[src/rtl/uart_pkg.sv]
// Shared definitions for the packet UART receiver: mode-word fields, baud divisor
// arithmetic, parity helper and FSM state encodings.
package uart_pkg;

    localparam logic [1:0] BAUD_4800  = 2'b00;
    localparam logic [1:0] BAUD_9600  = 2'b01;
    localparam logic [1:0] BAUD_19200 = 2'b10;
    localparam logic [1:0] BAUD_57600 = 2'b11;

    localparam int MODE_PAR_EN   = 0;
    localparam int MODE_PAR_ODD  = 1;
    localparam int MODE_ONE_STOP = 5;

    typedef enum logic [2:0] {
        BIT_IDLE, BIT_START, BIT_DATA, BIT_PARITY, BIT_STOP1, BIT_STOP2
    } bit_state_t;

    typedef enum logic [1:0] {
        PKT_HDR_LO, PKT_HDR_HI, PKT_PAYLOAD
    } pkt_state_t;

    function automatic int baud_rate(input logic [1:0] sel);
        case (sel)
            BAUD_4800:  return 4800;
            BAUD_9600:  return 9600;
            BAUD_19200: return 19200;
            default:    return 57600;
        endcase
    endfunction

    // Rounded clocks-per-oversample-tick for one baud selection.
    function automatic logic [15:0] baud_divisor(input int clk_hz, input int os, input logic [1:0] sel);
        int d;
        d = baud_rate(sel) * os;
        return 16'((clk_hz + d / 2) / d);
    endfunction

    function automatic logic [2:0] last_bit_index(input logic [1:0] bits_sel);
        return 3'd4 + {1'b0, bits_sel};
    endfunction

    // High when data+parity ones-count disagrees with the selected polarity.
    function automatic logic parity_error(input logic [7:0] data, input logic par, input logic odd);
        return ^{data, par, odd};
    endfunction

endpackage

[src/rtl/uart_baud_gen.sv]
// Loadable divisor counter producing the oversample tick; restart realigns it to a start edge.
module uart_baud_gen #(
    parameter int DIV_W = 16
) (
    input  logic             clk,
    input  logic             rst_n,
    input  logic             restart,
    input  logic [DIV_W-1:0] divisor,
    output logic             tick
);

    logic [DIV_W-1:0] cnt_r;
    logic             tick_r;

    // Divide the clock down to one tick per divisor cycles.
    always_ff @(posedge clk or negedge rst_n) begin
        if (!rst_n) begin
            cnt_r  <= {DIV_W{1'b0}};
            tick_r <= 1'b0;
        end else if (restart) begin
            cnt_r  <= {DIV_W{1'b0}};
            tick_r <= 1'b0;
        end else if (cnt_r >= divisor - DIV_W'(1)) begin
            cnt_r  <= {DIV_W{1'b0}};
            tick_r <= 1'b1;
        end else begin
            cnt_r  <= cnt_r + DIV_W'(1);
            tick_r <= 1'b0;
        end
    end

    assign tick = tick_r;

endmodule

[src/rtl/uart_rx_packet.sv]
// Oversampling UART receiver with runtime mode word; strips a 2-byte little-endian
// length header and streams payload bytes with last and error flags.
module uart_rx_packet
    import uart_pkg::*;
#(
    parameter int CLK_HZ     = 50_000_000,
    parameter int OVERSAMPLE = 16,
    parameter int LEN_W      = 16
) (
    input  logic       Clock,
    input  logic       Reset_n,
    input  logic [7:0] Mode,
    input  logic       RXD,
    output logic [7:0] DATA_OUT,
    output logic       Valid,
    input  logic       Ready,
    output logic       Last,
    output logic       Parity_err,
    output logic       Frame_err,
    output logic       Overrun,
    output logic       RTS,
    output logic       Busy
);

    localparam int CW = $clog2(OVERSAMPLE);
    localparam logic [15:0] DIV_0 = baud_divisor(CLK_HZ, OVERSAMPLE, BAUD_4800);
    localparam logic [15:0] DIV_1 = baud_divisor(CLK_HZ, OVERSAMPLE, BAUD_9600);
    localparam logic [15:0] DIV_2 = baud_divisor(CLK_HZ, OVERSAMPLE, BAUD_19200);
    localparam logic [15:0] DIV_3 = baud_divisor(CLK_HZ, OVERSAMPLE, BAUD_57600);

    logic rxd_meta_r, rxd_sync_r, rxd_prev_r;
    logic [7:0] mode_r;
    bit_state_t bit_state_r, bit_state_s;
    logic [CW-1:0] tick_cnt_r;
    logic [2:0] bit_idx_r;
    logic [7:0] data_r;
    logic samp_a_r, samp_c_r, perr_r, ferr_r;
    logic tick_s, fall_s, start_s, at_a_s, at_c_s, at_b_s, bit_end_s, maj_s;
    logic done_s, ferr_s, bad_s, final_s, unused_mode_s;
    logic [15:0] div_s;
    logic [2:0] last_idx_s;

    pkt_state_t pkt_state_r, pkt_state_s;
    logic [LEN_W-1:0] len_r, len_s;
    logic [7:0] dout_r, dout_s;
    logic valid_r, valid_s, last_r, last_s, perr_o_r, perr_o_s, ferr_o_r, ferr_o_s;
    logic overrun_r, overrun_s, rts_r, busy_r;

    // Two-flop synchroniser plus one history flop for falling-edge detection.
    always_ff @(posedge Clock or negedge Reset_n) begin
        if (!Reset_n) begin
            rxd_meta_r <= 1'b1;
            rxd_sync_r <= 1'b1;
            rxd_prev_r <= 1'b1;
        end else begin
            rxd_meta_r <= RXD;
            rxd_sync_r <= rxd_meta_r;
            rxd_prev_r <= rxd_sync_r;
        end
    end

    assign fall_s        = rxd_prev_r & ~rxd_sync_r;
    assign start_s       = (bit_state_r == BIT_IDLE) && fall_s;
    assign unused_mode_s = mode_r[4];
    assign last_idx_s    = last_bit_index(mode_r[3:2]);

    // Divisor follows the mode latched for the current frame.
    always_comb begin
        div_s = DIV_3;
        case (mode_r[7:6])
            BAUD_4800:  div_s = DIV_0;
            BAUD_9600:  div_s = DIV_1;
            BAUD_19200: div_s = DIV_2;
            default:    div_s = DIV_3;
        endcase
    end

    uart_baud_gen #(.DIV_W(16)) u_baud_gen (
        .clk     (Clock),
        .rst_n   (Reset_n),
        .restart (start_s),
        .divisor (div_s),
        .tick    (tick_s)
    );

    assign at_a_s    = tick_s && (tick_cnt_r == CW'(OVERSAMPLE / 2 - 2));
    assign at_c_s    = tick_s && (tick_cnt_r == CW'(OVERSAMPLE / 2 - 1));
    assign at_b_s    = tick_s && (tick_cnt_r == CW'(OVERSAMPLE / 2));
    assign bit_end_s = tick_s && (tick_cnt_r == CW'(OVERSAMPLE - 1));
    assign maj_s     = (samp_a_r & samp_c_r) | (samp_a_r & rxd_sync_r) | (samp_c_r & rxd_sync_r);
    assign done_s    = at_c_s && (((bit_state_r == BIT_STOP1) && mode_r[MODE_ONE_STOP]) ||
                                  (bit_state_r == BIT_STOP2));
    assign ferr_s    = ferr_r | ~rxd_sync_r;
    assign bad_s     = perr_r | ferr_s;

    // Bit FSM state register.
    always_ff @(posedge Clock or negedge Reset_n) begin
        if (!Reset_n) bit_state_r <= BIT_IDLE;
        else          bit_state_r <= bit_state_s;
    end

    // Bit FSM next state.
    always_comb begin
        bit_state_s = bit_state_r;
        case (bit_state_r)
            BIT_IDLE:   if (fall_s) bit_state_s = BIT_START; else bit_state_s = BIT_IDLE;
            BIT_START:  if (at_c_s && rxd_sync_r) bit_state_s = BIT_IDLE;
                        else if (bit_end_s) bit_state_s = BIT_DATA;
                        else bit_state_s = BIT_START;
            BIT_DATA:   if (bit_end_s && (bit_idx_r == last_idx_s))
                            bit_state_s = mode_r[MODE_PAR_EN] ? BIT_PARITY : BIT_STOP1;
                        else bit_state_s = BIT_DATA;
            BIT_PARITY: if (bit_end_s) bit_state_s = BIT_STOP1; else bit_state_s = BIT_PARITY;
            BIT_STOP1:  if (at_c_s && mode_r[MODE_ONE_STOP]) bit_state_s = BIT_IDLE;
                        else if (bit_end_s) bit_state_s = BIT_STOP2;
                        else bit_state_s = BIT_STOP1;
            BIT_STOP2:  if (at_c_s) bit_state_s = BIT_IDLE; else bit_state_s = BIT_STOP2;
            default:    bit_state_s = BIT_IDLE;
        endcase
    end

    // Frame datapath: tick phase, majority samples, assembled byte and error bits.
    always_ff @(posedge Clock or negedge Reset_n) begin
        if (!Reset_n) begin
            mode_r     <= 8'h00;
            tick_cnt_r <= {CW{1'b0}};
            bit_idx_r  <= 3'd0;
            data_r     <= 8'h00;
            samp_a_r   <= 1'b1;
            samp_c_r   <= 1'b1;
            perr_r     <= 1'b0;
            ferr_r     <= 1'b0;
        end else if (start_s) begin
            mode_r     <= Mode;
            tick_cnt_r <= {CW{1'b0}};
            bit_idx_r  <= 3'd0;
            data_r     <= 8'h00;
            perr_r     <= 1'b0;
            ferr_r     <= 1'b0;
        end else if (tick_s) begin
            tick_cnt_r <= bit_end_s ? {CW{1'b0}} : tick_cnt_r + CW'(1);
            if (at_a_s) samp_a_r <= rxd_sync_r;
            if (at_c_s) samp_c_r <= rxd_sync_r;
            if (at_b_s && (bit_state_r == BIT_DATA)) data_r[bit_idx_r] <= maj_s;
            if (at_b_s && (bit_state_r == BIT_PARITY))
                perr_r <= parity_error(data_r, maj_s, mode_r[MODE_PAR_ODD]);
            if (at_c_s && (bit_state_r == BIT_STOP1)) ferr_r <= ~rxd_sync_r;
            if (bit_end_s && (bit_state_r == BIT_DATA)) bit_idx_r <= bit_idx_r + 3'd1;
        end
    end

    // Packet FSM and holding register next values.
    always_comb begin
        pkt_state_s = pkt_state_r;
        len_s       = len_r;
        dout_s      = dout_r;
        last_s      = last_r;
        perr_o_s    = perr_o_r;
        ferr_o_s    = ferr_o_r;
        overrun_s   = 1'b0;
        final_s     = (len_r == LEN_W'(1));
        if (valid_r && Ready) valid_s = 1'b0;
        else                  valid_s = valid_r;
        if (done_s) begin
            case (pkt_state_r)
                PKT_HDR_LO: begin
                    if (bad_s) begin
                        pkt_state_s = PKT_HDR_LO;
                    end else begin
                        len_s       = LEN_W'(data_r);
                        pkt_state_s = PKT_HDR_HI;
                    end
                end
                PKT_HDR_HI: begin
                    if (bad_s) begin
                        pkt_state_s = PKT_HDR_LO;
                    end else begin
                        len_s       = LEN_W'({data_r, len_r[7:0]});
                        pkt_state_s = (len_s == LEN_W'(0)) ? PKT_HDR_LO : PKT_PAYLOAD;
                    end
                end
                PKT_PAYLOAD: begin
                    len_s       = len_r - LEN_W'(1);
                    pkt_state_s = final_s ? PKT_HDR_LO : PKT_PAYLOAD;
                    if (!valid_r || Ready) begin
                        dout_s   = data_r;
                        valid_s  = 1'b1;
                        last_s   = final_s;
                        perr_o_s = perr_r;
                        ferr_o_s = ferr_s;
                    end else begin
                        // Dropped byte: a held byte inherits Last if the drop ended the packet.
                        overrun_s = 1'b1;
                        last_s    = last_r | final_s;
                    end
                end
                default: pkt_state_s = PKT_HDR_LO;
            endcase
        end else begin
            pkt_state_s = pkt_state_r;
        end
    end

    // Packet state and registered outputs.
    always_ff @(posedge Clock or negedge Reset_n) begin
        if (!Reset_n) begin
            pkt_state_r <= PKT_HDR_LO;
            len_r       <= {LEN_W{1'b0}};
            dout_r      <= 8'h00;
            valid_r     <= 1'b0;
            last_r      <= 1'b0;
            perr_o_r    <= 1'b0;
            ferr_o_r    <= 1'b0;
            overrun_r   <= 1'b0;
            rts_r       <= 1'b1;
            busy_r      <= 1'b0;
        end else begin
            pkt_state_r <= pkt_state_s;
            len_r       <= len_s;
            dout_r      <= dout_s;
            valid_r     <= valid_s;
            last_r      <= last_s;
            perr_o_r    <= perr_o_s;
            ferr_o_r    <= ferr_o_s;
            overrun_r   <= overrun_s;
            rts_r       <= ~valid_s;
            busy_r      <= (bit_state_s != BIT_IDLE);
        end
    end

    assign DATA_OUT   = dout_r;
    assign Valid      = valid_r;
    assign Last       = last_r;
    assign Parity_err = perr_o_r;
    assign Frame_err  = ferr_o_r;
    assign Overrun    = overrun_r;
    assign RTS        = rts_r;
    assign Busy       = busy_r;

endmodule

[config.mk]
export PLATFORM = sky130hd
export DESIGN_NAME = uart_rx_packet
export DESIGN_NICKNAME = d
export VERILOG_FILES = /design/src/rtl/uart_pkg.sv /design/src/rtl/uart_baud_gen.sv /design/src/rtl/uart_rx_packet.sv
export SDC_FILE = /design/constraint.sdc
export NUM_CORES = 1
export LEC_CHECK = 0
export ABC_CLOCK_PERIOD_IN_PS = 3500
export BUFFER_PORTS_ARGS = -buffer_cell sky130_fd_sc_hd__clkbuf_2
export CAP_MARGIN = 20
export CORE_ASPECT_RATIO = 1.1
export CORE_MARGIN = 2
export CORE_UTILIZATION = 40
export DETAILED_ROUTE_END_ITERATION = 10
export GPL_TIMING_DRIVEN = 0
export SYNTH_ARGS = -nofsm -noshare
export SYNTH_HDL_FRONTEND = slang
export SYNTH_HIERARCHICAL = 1
export SYNTH_SLANG_ARGS = --single-unit
[constraint.sdc]
create_clock -name Clock -period 3.5 [get_ports Clock]
set_input_delay 0.175 -clock Clock [delete_from_list [all_inputs] [get_ports Clock]]
set_output_delay 0.175 -clock Clock [all_outputs]
set_load 0.1 [all_outputs]
Word level (Yosys, flattened, before mapping)
Index checks and enable logic that the tools add are counted.
- reductions and logical operators: 42
- mux-type cells: 49
- $add $sub $neg: 6
- bitwise gates (word level): 13
- order comparisons: 3
- equality and inequality tests: 17
- operators with widths (kind ; count):
    $mux 16 ; 4
    $pmux 16 s3 ; 1
    $pmux 10 s3 ; 1
    $mux 3 ; 8
    $mux 8 ; 3
    $mux 1 ; 20
    $pmux 3 s6 ; 1
    $add 16x1->16 const B ; 1
    $eq 16x1->1 const B ; 1
    $ge 16x16->1 ; 1
    $logic_and 1x1->1 ; 16
    $logic_not 16->1 ; 1
    $sub 16x1->16 const B ; 1
    $mux 4 ; 3
    $reduce_bool 2->1 ; 6
    $sub 10x1->11 const B ; 1
    $mux 2 ; 5
    $reduce_and 2->1 ; 5
    $reduce_xor 10->1 ; 1
    $reduce_and 3->1 ; 3
    $bwmux 8 ; 1
    $eq 4x3->1 const B ; 2
    $eq 4x4->1 const B ; 2
    $reduce_and 4->1 ; 2
    22 further kinds ; 40
- word-level logic and storage cells: 155
- bits in registers: 83

Depth between registers and ports, before layout
Gate-level depths: netlist of the first run.
- depth in word-level cells: 8
- mapped depth: 12
- gate-level depth less buffers: 11

By module
Netlist of the first run, hierarchy kept.
- modules (own cells, without submodules) (module ; instances ; sequential area each (sq um) ; area an instance (sq um) ; cells an instance):
    uart_rx_packet ; 1 ; 1634.1 ; 3641.0 ; 356
    uart_baud_gen ; 1 ; 425.4 ; 1467.7 ; 157

Worst setup path before layout of the first run
Ideal clock, no wire load.
- kind: flip-flop to flip-flop
- start: register bit_state_r[2]
- end: register u_baud_gen.cnt_r[10]
- arrival time: 2.549 ns
- stages on the path, launching flop included: 9
- path slack: 0.813 ns
- data required time: 3.362 ns
- path buffers: 2
- cells stage by stage: dfrtp_1 -> or4b_1 -> nor2_2 -> buf_2 -> inv_1 -> and2_1 -> a22oi_1 -> clkbuf_1 -> nor4_1
- word-level cells in the longest chain between the ends: 3
- ends and longest elaborated chain (item ; line ; source):
    from (decl) ; uart_rx_packet.sv:33 ; bit_state_t bit_state_r, bit_state_s;
    from (signal assigned) ; uart_rx_packet.sv:99 ; else bit_state_r <= bit_state_s;
    $logic_not 3->1 ; uart_rx_packet.sv:63 ; assign start_s = (bit_state_r == BIT_IDLE) && fall_s;
    $logic_and 1x1->1 ; uart_rx_packet.sv:63 ;
    named net start_s ; uart_rx_packet.sv:38 ; logic tick_s, fall_s, start_s, at_a_s, at_c_s, at_b_s, bit_end_s, maj_s;
    $mux 16 ; uart_baud_gen.sv:20 ; end else if (restart) begin
    to (signal assigned) ; uart_baud_gen.sv:18 ; cnt_r <= {DIV_W{1'b0}};
    to (signal assigned) ; uart_baud_gen.sv:21 ; cnt_r <= {DIV_W{1'b0}};
    to (signal assigned) ; uart_baud_gen.sv:24 ; cnt_r <= {DIV_W{1'b0}};
    to (decl) ; uart_baud_gen.sv:12 ; logic [DIV_W-1:0] cnt_r;
The timed path passes the listed nets, and every way through them passes these cells.
A chain may end at the register's enable or synchronous reset.

Worst setup path after layout of the first run
Same ends and word-level chain as after synthesis.

==> results.sh, run 1 <==
export IMPL_status="complete, no violations"
export IMPL_design_die_area_mm2=0.0137
export IMPL_diodes=0
export IMPL_ios=27
export IMPL_endpoint_kind="register"
export IMPL_yosysUniqueCellTypes=70
export IMPL_core_mm2=0.0125
export IMPL_drv_slew=0
export IMPL_cts_buffer_depth=2
export IMPL_via_per_inst=5.67
export IMPL_finalSetupViolations=0
export IMPL_cts_root_buffer="clkbuf_16"
export IMPL_critPathLaunchType="register"
export IMPL_port_buffers=25
export IMPL_dr_first_iter_drc_count=161
export IMPL_crit_fanout=10
export IMPL_drc=0
export IMPL_fin_nets=611
export IMPL_gp_congestion=0.878
export IMPL_swShare_pct=30.8
export IMPL_crit_arrival_ns=3.38
export IMPL_drt_total_wl_um=11900
export IMPL_period_needed_ns=3.17
export IMPL_synth_warnings=6
export IMPL_rsz0062_at_grt="no"
export IMPL_start_util_pct=40.8
export IMPL_grt_pass1_wl_um=19900
export IMPL_path_class="reg -> reg"
export IMPL_synth_seq_area_share_pct=40.3
export IMPL_postRouteAntennaNets=0
export IMPL_clkPwrFrac_pct=35.6
export IMPL_setup_ws_ns=0.326
export IMPL_area_growth_pct=14.5
export IMPL_grt_pass1_vias=4026
export IMPL_grt_antenna_before_repair=0
export IMPL_synth_area_per_cell_um2=9.96
export IMPL_p_sw_uw=852
export IMPL_cts_setup_buffers=0
export IMPL_ys_flop_type="dfrtp_1"
export IMPL_timing_fmax_ghz=0.315
export IMPL_clock_sinks=82
export IMPL_setup_tns_ns=0
export IMPL_grt_remaining_overflow=0
export IMPL_synth_edf_count=0
export IMPL_leakagePower_nw=2.54
export IMPL_die_h_um=123
export IMPL_cts_clk_slew_worst_paths_ns=0.06
export IMPL_worst_pin_slew_ns=0.822
export IMPL_drive_above_1_share_pct=15.7
export IMPL_hold_path_class="in -> reg"
export IMPL_postLayoutCellArea_mm2=0.00585
export IMPL_mostFrequentLayoutCell="dfrtp_1"
export IMPL_dp_hpwl_um=8680
export IMPL_htreeDepth=3
export IMPL_worst_slew_margin_rel_pct=44.8
export IMPL_p_int_mw=1.92
export IMPL_seq_power_share_pct=41.5
export IMPL_synthCells=513
export IMPL_synth_seq_cells=82
export IMPL_cts_buffers=9
export IMPL_final_cell_mix="dfrtp_1, nor2_1, inv_1"
export IMPL_period_share_pct=90.7
export IMPL_hold_violations=0
export IMPL_comb_power_share_pct=22.9
export IMPL_clock_skew_ns=0.00693
export IMPL_vias=4134
export IMPL_grt_use_total_pct=18.3
export IMPL_p_per_area_mw_per_mm2=474
export IMPL_cp_data_required_time_ns=3.71
export IMPL_dpl_cell_area_mm2=0.00552
export IMPL_pre_cts_slack_ns=0.111
export IMPL_drt_pass1_iter_count=4
export IMPL_ys_async_sr_fraction_pct=100
export IMPL_routedWlPerCell_um=16.3
export IMPL_row_count=43
export IMPL_fp_dieW_um=112
export IMPL_hold_ws_ns=0.0347
export IMPL_tritoncts="built"
export IMPL_grt_max_degree=65
export IMPL_syn_area_mm2=0.00511
export IMPL_clk_latency_ns=0.35
export IMPL_peakVddDrop_v=0.000378
export IMPL_drv_cap=0
==> worst max-delay path, stage by stage, from the launching register on <==
cell and delay, ns:
dfrtp_1 0.45, or4b_1 0.61, nor2_2 0.42, buf_2 0.34, inv_1 0.12, and2_1 0.16
a22oi_2 0.36, clkbuf_1 0.44, nor4_1 0.12
==> cells in the mapped netlist, drive strengths merged, types with 5 or more instances <==
master,instances,area share (%)
a21oi,13,1.3
a31oi,5,0.61
a32oi,7,1.2
and2,6,0.73
and3,8,1.0
buf,7,1.1
clkbuf,15,1.1
dfrtp,76,37
dfstp,6,3.1
ha,32,7.8
inv,33,2.4
mux2,17,3.9
mux2i,13,2.5
nand2,22,1.6
nand2b,6,0.73
nand3,11,1.3
nand3b,5,0.73
nand4,21,3.0
nand4b,5,0.86
nor2,39,3.0
nor2b,5,0.61
nor3,14,1.4
nor4,23,2.8
o21ai,17,1.7
o41ai,7,1.2
xnor2,22,3.8
xor2,14,2.4
==> stage by stage <==
stage,total power [mW],util (%),instances
floorplan,1.63,-,528
global route,2.94,46.7,729
CTS,2.80,46.6,729
global placement,1.76,43.8,710
finish,2.77,46.7,729
detailed placement,1.80,44.0,711
==> final cells by class <==
cell class | count | area [um2]
tap | 157 | 196
fill | 1175 | 6690
timing repair buffer | 28 | 175
multi-input combinational | 390 | 2870
sequential | 82 | 2060
inverter | 34 | 128
buffer | 22 | 113
clock buffer | 13 | 260
clock inverter | 3 | 47.5
==> per-layer routing <==
metal	wire length [um]	global-route usage, %
met5	0	0
met3	491	4.05
met4	329	8.10
met1	5330	22.6
met2	5710	31.0
==> final timing paths <==
kind / startpoint / to / slack, ns / cells after the start
max: bit_state_r[2] / u_baud_gen/cnt_r[10] / 0.33 / 8
min in group asynchronous: Reset_n / bit_idx_r[0] / 0.29 / 2
min reg2reg: rxd_meta_r / rxd_sync_r / 0.36 / 0
max reg2reg: bit_state_r[2] / u_baud_gen/cnt_r[10] / 0.33 / 8
max in group asynchronous: Reset_n / samp_a_r / 2.55 / 3
min: Mode[6] / mode_r[6] / 0.03 / 3
==> power by group through the flow <==
stage | clock network, mW | registers (mW) | logic (mW)
finish | 0.985 | 1.15 | 0.636
global route | 1.04 | 1.17 | 0.733
CTS | 1.01 | 1.15 | 0.639
detailed placement | 0 | 1.16 | 0.636
global placement | 0 | 1.16 | 0.597
floorplan | 0 | 1.14 | 0.491
==> logic make-up after synthesis <==
logic type,share of synthesized area [%]
compound gates,12.3
xor+xnor,6.17
fa+ha+maj,8.03
buf+inv,4.70
flops,40.3
mux,6.44
other cells,0.147
simple gates,21.8
==> registers in the layout, summed over array words and instances, names as in the netlist, 2 cells and up <==
signal	cells
mode_r	7
tick_cnt_r	4
u_baud_gen/cnt_r	16
bit_state_r	3
pkt_state_r	2
bit_idx_r	3
len_r	16
DATA_OUT	8
data_r	8
==> timing repair <==
action / 4_1_cts / 5_1_grt
resized for setup: 0 / 1
endpoints found under the hold margin: 19 / 0
setup endpoints to repair: 0 / 10
hold buffers: 2 / 0
Power figures use the tool's default switching activity.
==> run 2: changes to the inputs <==
==> constraint.sdc (replaced) <==
create_clock -name Clock -period 3.5 [get_ports Clock]
set_input_delay 0.7 -clock Clock [delete_from_list [all_inputs] [get_ports Clock]]
set_output_delay 0.7 -clock Clock [all_outputs]
set_load 0.1 [all_outputs]
==> run 2 against run 1 <==
Against the previous run:
- clock skew about the same
- die area unchanged
- sequential power hardly changed
- via count shrank 1.2%
- flip-flop and latch count unchanged
- total power down 0.17%
- non-clock buffer count is 2 lower
- clock-buffer cell count did not move
- register-to-register slack about the same
- design area down 0.34%
==> results.sh, run 2 (same netlist as run 1, synthesis figures left out) <==
export IMPL_cp_data_required_time_ns=3.71
export IMPL_drive_above_1_share_pct=15.8
export IMPL_finalSetupViolations=0
export IMPL_reg2regPathDepth=8
export IMPL_grt_pass1_wl_um=19900
export IMPL_area_growth_pct=14.1
export IMPL_gp_congestion=0.878
export IMPL_endpoint_kind="register"
export IMPL_grt_use_total_pct=18.3
export IMPL_vias=4085
export IMPL_design_die_area_mm2=0.0137
export IMPL_setup_ws_ns=0.323
export IMPL_fp_dieW_um=112
export IMPL_grt_remaining_overflow=0
export IMPL_row_count=43
export IMPL_largest_registers="len_r (16), u_baud_gen/cnt_r (16)"
export IMPL_routedWlPerCell_um=16.3
export IMPL_hold_path_class="in -> async"
export IMPL_path_class="reg -> reg"
export IMPL_grt_max_degree=65
export IMPL_start_util_pct=40.8
export IMPL_drt_total_wl_um=11900
export IMPL_diodes=0
export IMPL_drt_pass1_iter_count=5
export IMPL_core_mm2=0.0125
export IMPL_ios=27
export IMPL_worst_slew_margin_rel_pct=47.3
export IMPL_pre_cts_slack_ns=0.111
export IMPL_final_cell_mix="dfrtp_1, nor2_1, inv_1"
export IMPL_cts_buffer_depth=2
export IMPL_die_h_um=123
export IMPL_via_per_inst=5.62
export IMPL_clock_sinks=82
export IMPL_leakagePower_nw=2.53
export IMPL_clock_skew_ns=0.00720
export IMPL_port_buffers=25
export IMPL_critPathLaunchType="register"
export IMPL_rsz0062_at_grt="no"
export IMPL_peakVddDrop_v=0.000377
export IMPL_drv_cap=0
export IMPL_cts_buffers=9
export IMPL_cts_clk_slew_worst_paths_ns=0.06
export IMPL_grt_antenna_before_repair=0
export IMPL_r2r_end="u_baud_gen/cnt_r[10]"
export IMPL_final_core_util_pct=46.5
export IMPL_cts_root_buffer="clkbuf_16"
export IMPL_htreeDepth=3
export IMPL_cts_setup_buffers=0
export IMPL_drc=0
export IMPL_p_total_mw=2.77
export IMPL_nFillCells=1177
export IMPL_period_needed_ns=3.18
export IMPL_dp_hpwl_um=8680
export IMPL_tritoncts="built"
export IMPL_hold_buffers=0
export IMPL_dr_first_iter_drc_count=146
export IMPL_hold_violations=0
export IMPL_worst_pin_slew_ns=0.784
export IMPL_r2r_slack_ns=0.32
export IMPL_rr_startpoint="bit_state_r[2]"
export IMPL_status="complete, no violations"
export IMPL_p_per_area_mw_per_mm2=475
export IMPL_drv_slew=0
export IMPL_crit_fanout=10
export IMPL_timing_fmax_ghz=0.315
export IMPL_period_share_pct=90.8
export IMPL_postRouteAntennaNets=0
export IMPL_setup_tns_ns=0
export IMPL_crit_arrival_ns=3.38
export IMPL_fin_nets=609
export IMPL_mostFrequentLayoutCell="dfrtp_1"
export IMPL_clk_latency_ns=0.35
export IMPL_grt_pass1_vias=4023
-- run 2: cell count changes in the layout (fill, tap and decap cells not counted), sizes merged --
| cell | change |
|---|---|
| dlygate4sd3 | -2 |
-- run 2: critical path: stages, from the launching register on --
cell and delay [ns]:
dfrtp_1 0.45, or4b_1 0.61, nor2_2 0.42, buf_2 0.34, inv_1 0.12, and2_1 0.16
a22oi_2 0.36, clkbuf_1 0.44, nor4_1 0.12
-- run 2: what timing repair did --
item,in CTS,in global routing
resized for setup,0,1
endpoints found under the hold margin,0,0
setup endpoints to repair,0,10
-- run 2: layer usage --
metal | share of wire [%] | global-route usage (%)
met3 | 4.2 | 4.00
met5 | 0 | 0
met1 | 45 | 22.6
met2 | 48 | 31.0
met4 | 2.3 | 8.10
-- run 2: power by group --
part	switching [mW]	internal (mW)	total, mW
sequential	0.108	1.04	1.15
combinational	0.352	0.281	0.633
clock	0.389	0.595	0.984
-- run 2: cell type report --
cell class,count,area (um2),area share (%)
tap,157,196,3.37
clock inverter,3,47.5,0.816
inverter,34,128,2.19
multi-input combinational,390,2870,49.2
timing repair buffer,26,155,2.66
buffer,22,113,1.93
clock buffer,13,260,4.46
sequential,82,2060,35.3
-- run 2: worst max path at each step --
stage	from	slack (ns)	end
6_report	bit_state_r[2]	0.32	u_baud_gen/cnt_r[10]
5_1_grt	bit_state_r[2]	0.08	u_baud_gen/cnt_r[10]
4_1_cts	bit_state_r[2]	0.11	u_baud_gen/cnt_r[11]
3_5_place_dp	bit_state_r[0]	0.11	u_baud_gen/cnt_r[7]
3_3_place_gp	bit_state_r[2]	0.13	u_baud_gen/cnt_r[13]
2_1_floorplan	bit_state_r[2]	0.81	u_baud_gen/cnt_r[10]
-- run 2: through the flow --
stage / area [um2] / instances / hold WS [ns]
6_report: 5830 / 727 / 0.262
3_5_place_dp: 5520 / 711 / 0.347
5_1_grt: 5830 / 727 / 0.277
3_3_place_gp: 5490 / 710 / 0.346
4_1_cts: 5820 / 727 / 0.264
2_1_floorplan: 5160 / 528 / 0.345
==> run 3: changes to the inputs <==
Settings changed: CORE_ASPECT_RATIO 1.1 to 0.75.
==> run 3 against run 2 <==
Against the previous run:
- final cell count grew 1.2%
- flip-flop and latch count unchanged
- core utilization grew 0.56 points
- combinational power is 3.5% higher
- largest cell class unchanged
- design area is essentially flat
- sequential power about the same
- clock power is 2.2% lower
==> results.sh, run 3 (same netlist as run 1, synthesis figures left out) <==
export IMPL_p_int_mw=1.92
export IMPL_slowest_delay_ns=0.64
export IMPL_cts_root_buffer="clkbuf_16"
export IMPL_crit_fanout=10
export IMPL_mostFrequentLayoutCell="dfrtp_1"
export IMPL_port_buffers=25
export IMPL_routedWlPerCell_um=16.9
export IMPL_finalSetupViolations=0
export IMPL_cts_clk_slew_worst_paths_ns=0.06
export IMPL_grt_pass1_vias=3970
export IMPL_grt_pass1_wl_um=20900
export IMPL_path_class="reg -> reg"
export IMPL_ios=27
export IMPL_worst_pin_slew_ns=0.760
export IMPL_area_growth_pct=14.2
export IMPL_crit_arrival_ns=3.47
export IMPL_diodes=0
export IMPL_leakagePower_nw=2.53
export IMPL_final_cell_mix="dfrtp_1, nor2_1, inv_1"
export IMPL_vias=4156
export IMPL_clk_latency_ns=0.35
export IMPL_dp_hpwl_um=9110
export IMPL_clock_sinks=82
export IMPL_critPathLaunchType="register"
export IMPL_drt_pass1_iter_count=4
export IMPL_core_mm2=0.0124
export IMPL_via_per_inst=5.65
export IMPL_cp_data_required_time_ns=3.70
export IMPL_tritoncts="built"
export IMPL_postRouteAntennaNets=0
export IMPL_grt_max_degree=62
export IMPL_setup_tns_ns=0
export IMPL_largest_registers="len_r (16), u_baud_gen/cnt_r (16)"
export IMPL_hold_violations=0
export IMPL_drv_cap=0
export IMPL_fin_nets=609
export IMPL_grt_remaining_overflow=0
export IMPL_drive_above_1_share_pct=15.4
export IMPL_clock_skew_ns=0.0102
export IMPL_p_sw_uw=854
export IMPL_cts_resized=0
export IMPL_hold_path_class="in -> async"
export IMPL_status="complete, no violations"
export IMPL_cts_buffers=9
export IMPL_peakVddDrop_v=0.000306
export IMPL_endpoint_kind="register"
export IMPL_drt_total_wl_um=12400
export IMPL_grt_use_total_pct=19.6
export IMPL_timing_fmax_ghz=0.306
export IMPL_worst_slew_margin_rel_pct=47.9
export IMPL_dr_first_iter_drc_count=289
export IMPL_htreeDepth=3
export IMPL_gp_congestion=0.887
export IMPL_rsz0062_at_grt="no"
export IMPL_design_die_area_mm2=0.0137
export IMPL_worst_path_max_delay_cell="or4b_1"
export IMPL_reg2regPathDepth=8
export IMPL_seq_power_share_pct=41.6
export IMPL_hold_buffers=0
export IMPL_comb_power_share_pct=23.7
export IMPL_grt_antenna_before_repair=0
export IMPL_drv_slew=0
export IMPL_p_total_mw=2.77
export IMPL_drc=0
export IMPL_clkPwrFrac_pct=34.7
export IMPL_period_share_pct=93.4
export IMPL_row_count=35
export IMPL_swShare_pct=30.8
export IMPL_die_h_um=102
export IMPL_period_needed_ns=3.27
export IMPL_start_util_pct=41.2
export IMPL_path_cells="or4b_1 > nor2_4 > buf_2 > inv_1 > and2_1 > a22oi_1 > clkbuf_1 > nor4_1"
export IMPL_cts_buffer_depth=2
export IMPL_cts_setup_buffers=0
export IMPL_p_per_area_mw_per_mm2=475
export IMPL_fp_dieW_um=134
-- run 3: per-layer routing --
metal	global-route usage [%]	vias up	wire length, um
li1	-	1995	-
met1	30.3	2009	6630
met2	26.6	137	4860
met3	5.31	15	795
met4	5.59	0	162
met5	0	-	0
-- run 3: final timing paths --
kind / start / to / slack, ns
max in group asynchronous: Reset_n / RTS / 2.53
setup / recovery: bit_state_r[2] / u_baud_gen/cnt_r[8] / 0.23
hold reg to reg: rxd_meta_r / rxd_sync_r / 0.36
hold / removal: Reset_n / mode_r[3] / 0.29
setup reg to reg: bit_state_r[2] / u_baud_gen/cnt_r[8] / 0.23
min in group Clock: rxd_meta_r / rxd_sync_r / 0.36
-- run 3: through the flow --
stage	std cells	util [%]	worst slack (ns)	area [um2]	hold WS, ns
global route	736	47.1	0.0306	5830	0.312
CTS	736	47.0	0.0464	5830	0.300
detailed placement	720	44.6	0.0738	5530	0.352
finish	736	47.1	0.229	5830	0.293
floorplan	528	-	0.813	5160	0.345
global placement	719	44.4	0.107	5500	0.352
-- run 3: cell type report --
cell class	count	area (um2)
fillers	1159	6560
multi-input cells	390	2870
flip-flops and latches	82	2060
clock buffers	14	264
well taps	166	208
repair buffers	26	155
inverters	34	128
plain buffers	22	113
clock inverters	2	35.0
-- run 3: power groups by stage --
stage | combinational, mW | sequential [mW] | clock, mW
6_report | 0.655 | 1.15 | 0.962
2_1_floorplan | 0.491 | 1.14 | 0
4_1_cts | 0.654 | 1.15 | 0.984
3_5_place_dp | 0.646 | 1.17 | 0
3_3_place_gp | 0.606 | 1.16 | 0
5_1_grt | 0.745 | 1.17 | 1.02
-- run 3: critical path: cells and delay by family, from the launching register on --
family / cells / cell delay [ns]
flip-flops: 1 / 0.46
buffers and inverters: 3 / 0.87
AND/OR/NAND/NOR: 4 / 1.24
AO/OA/AOI/OAI: 1 / 0.54
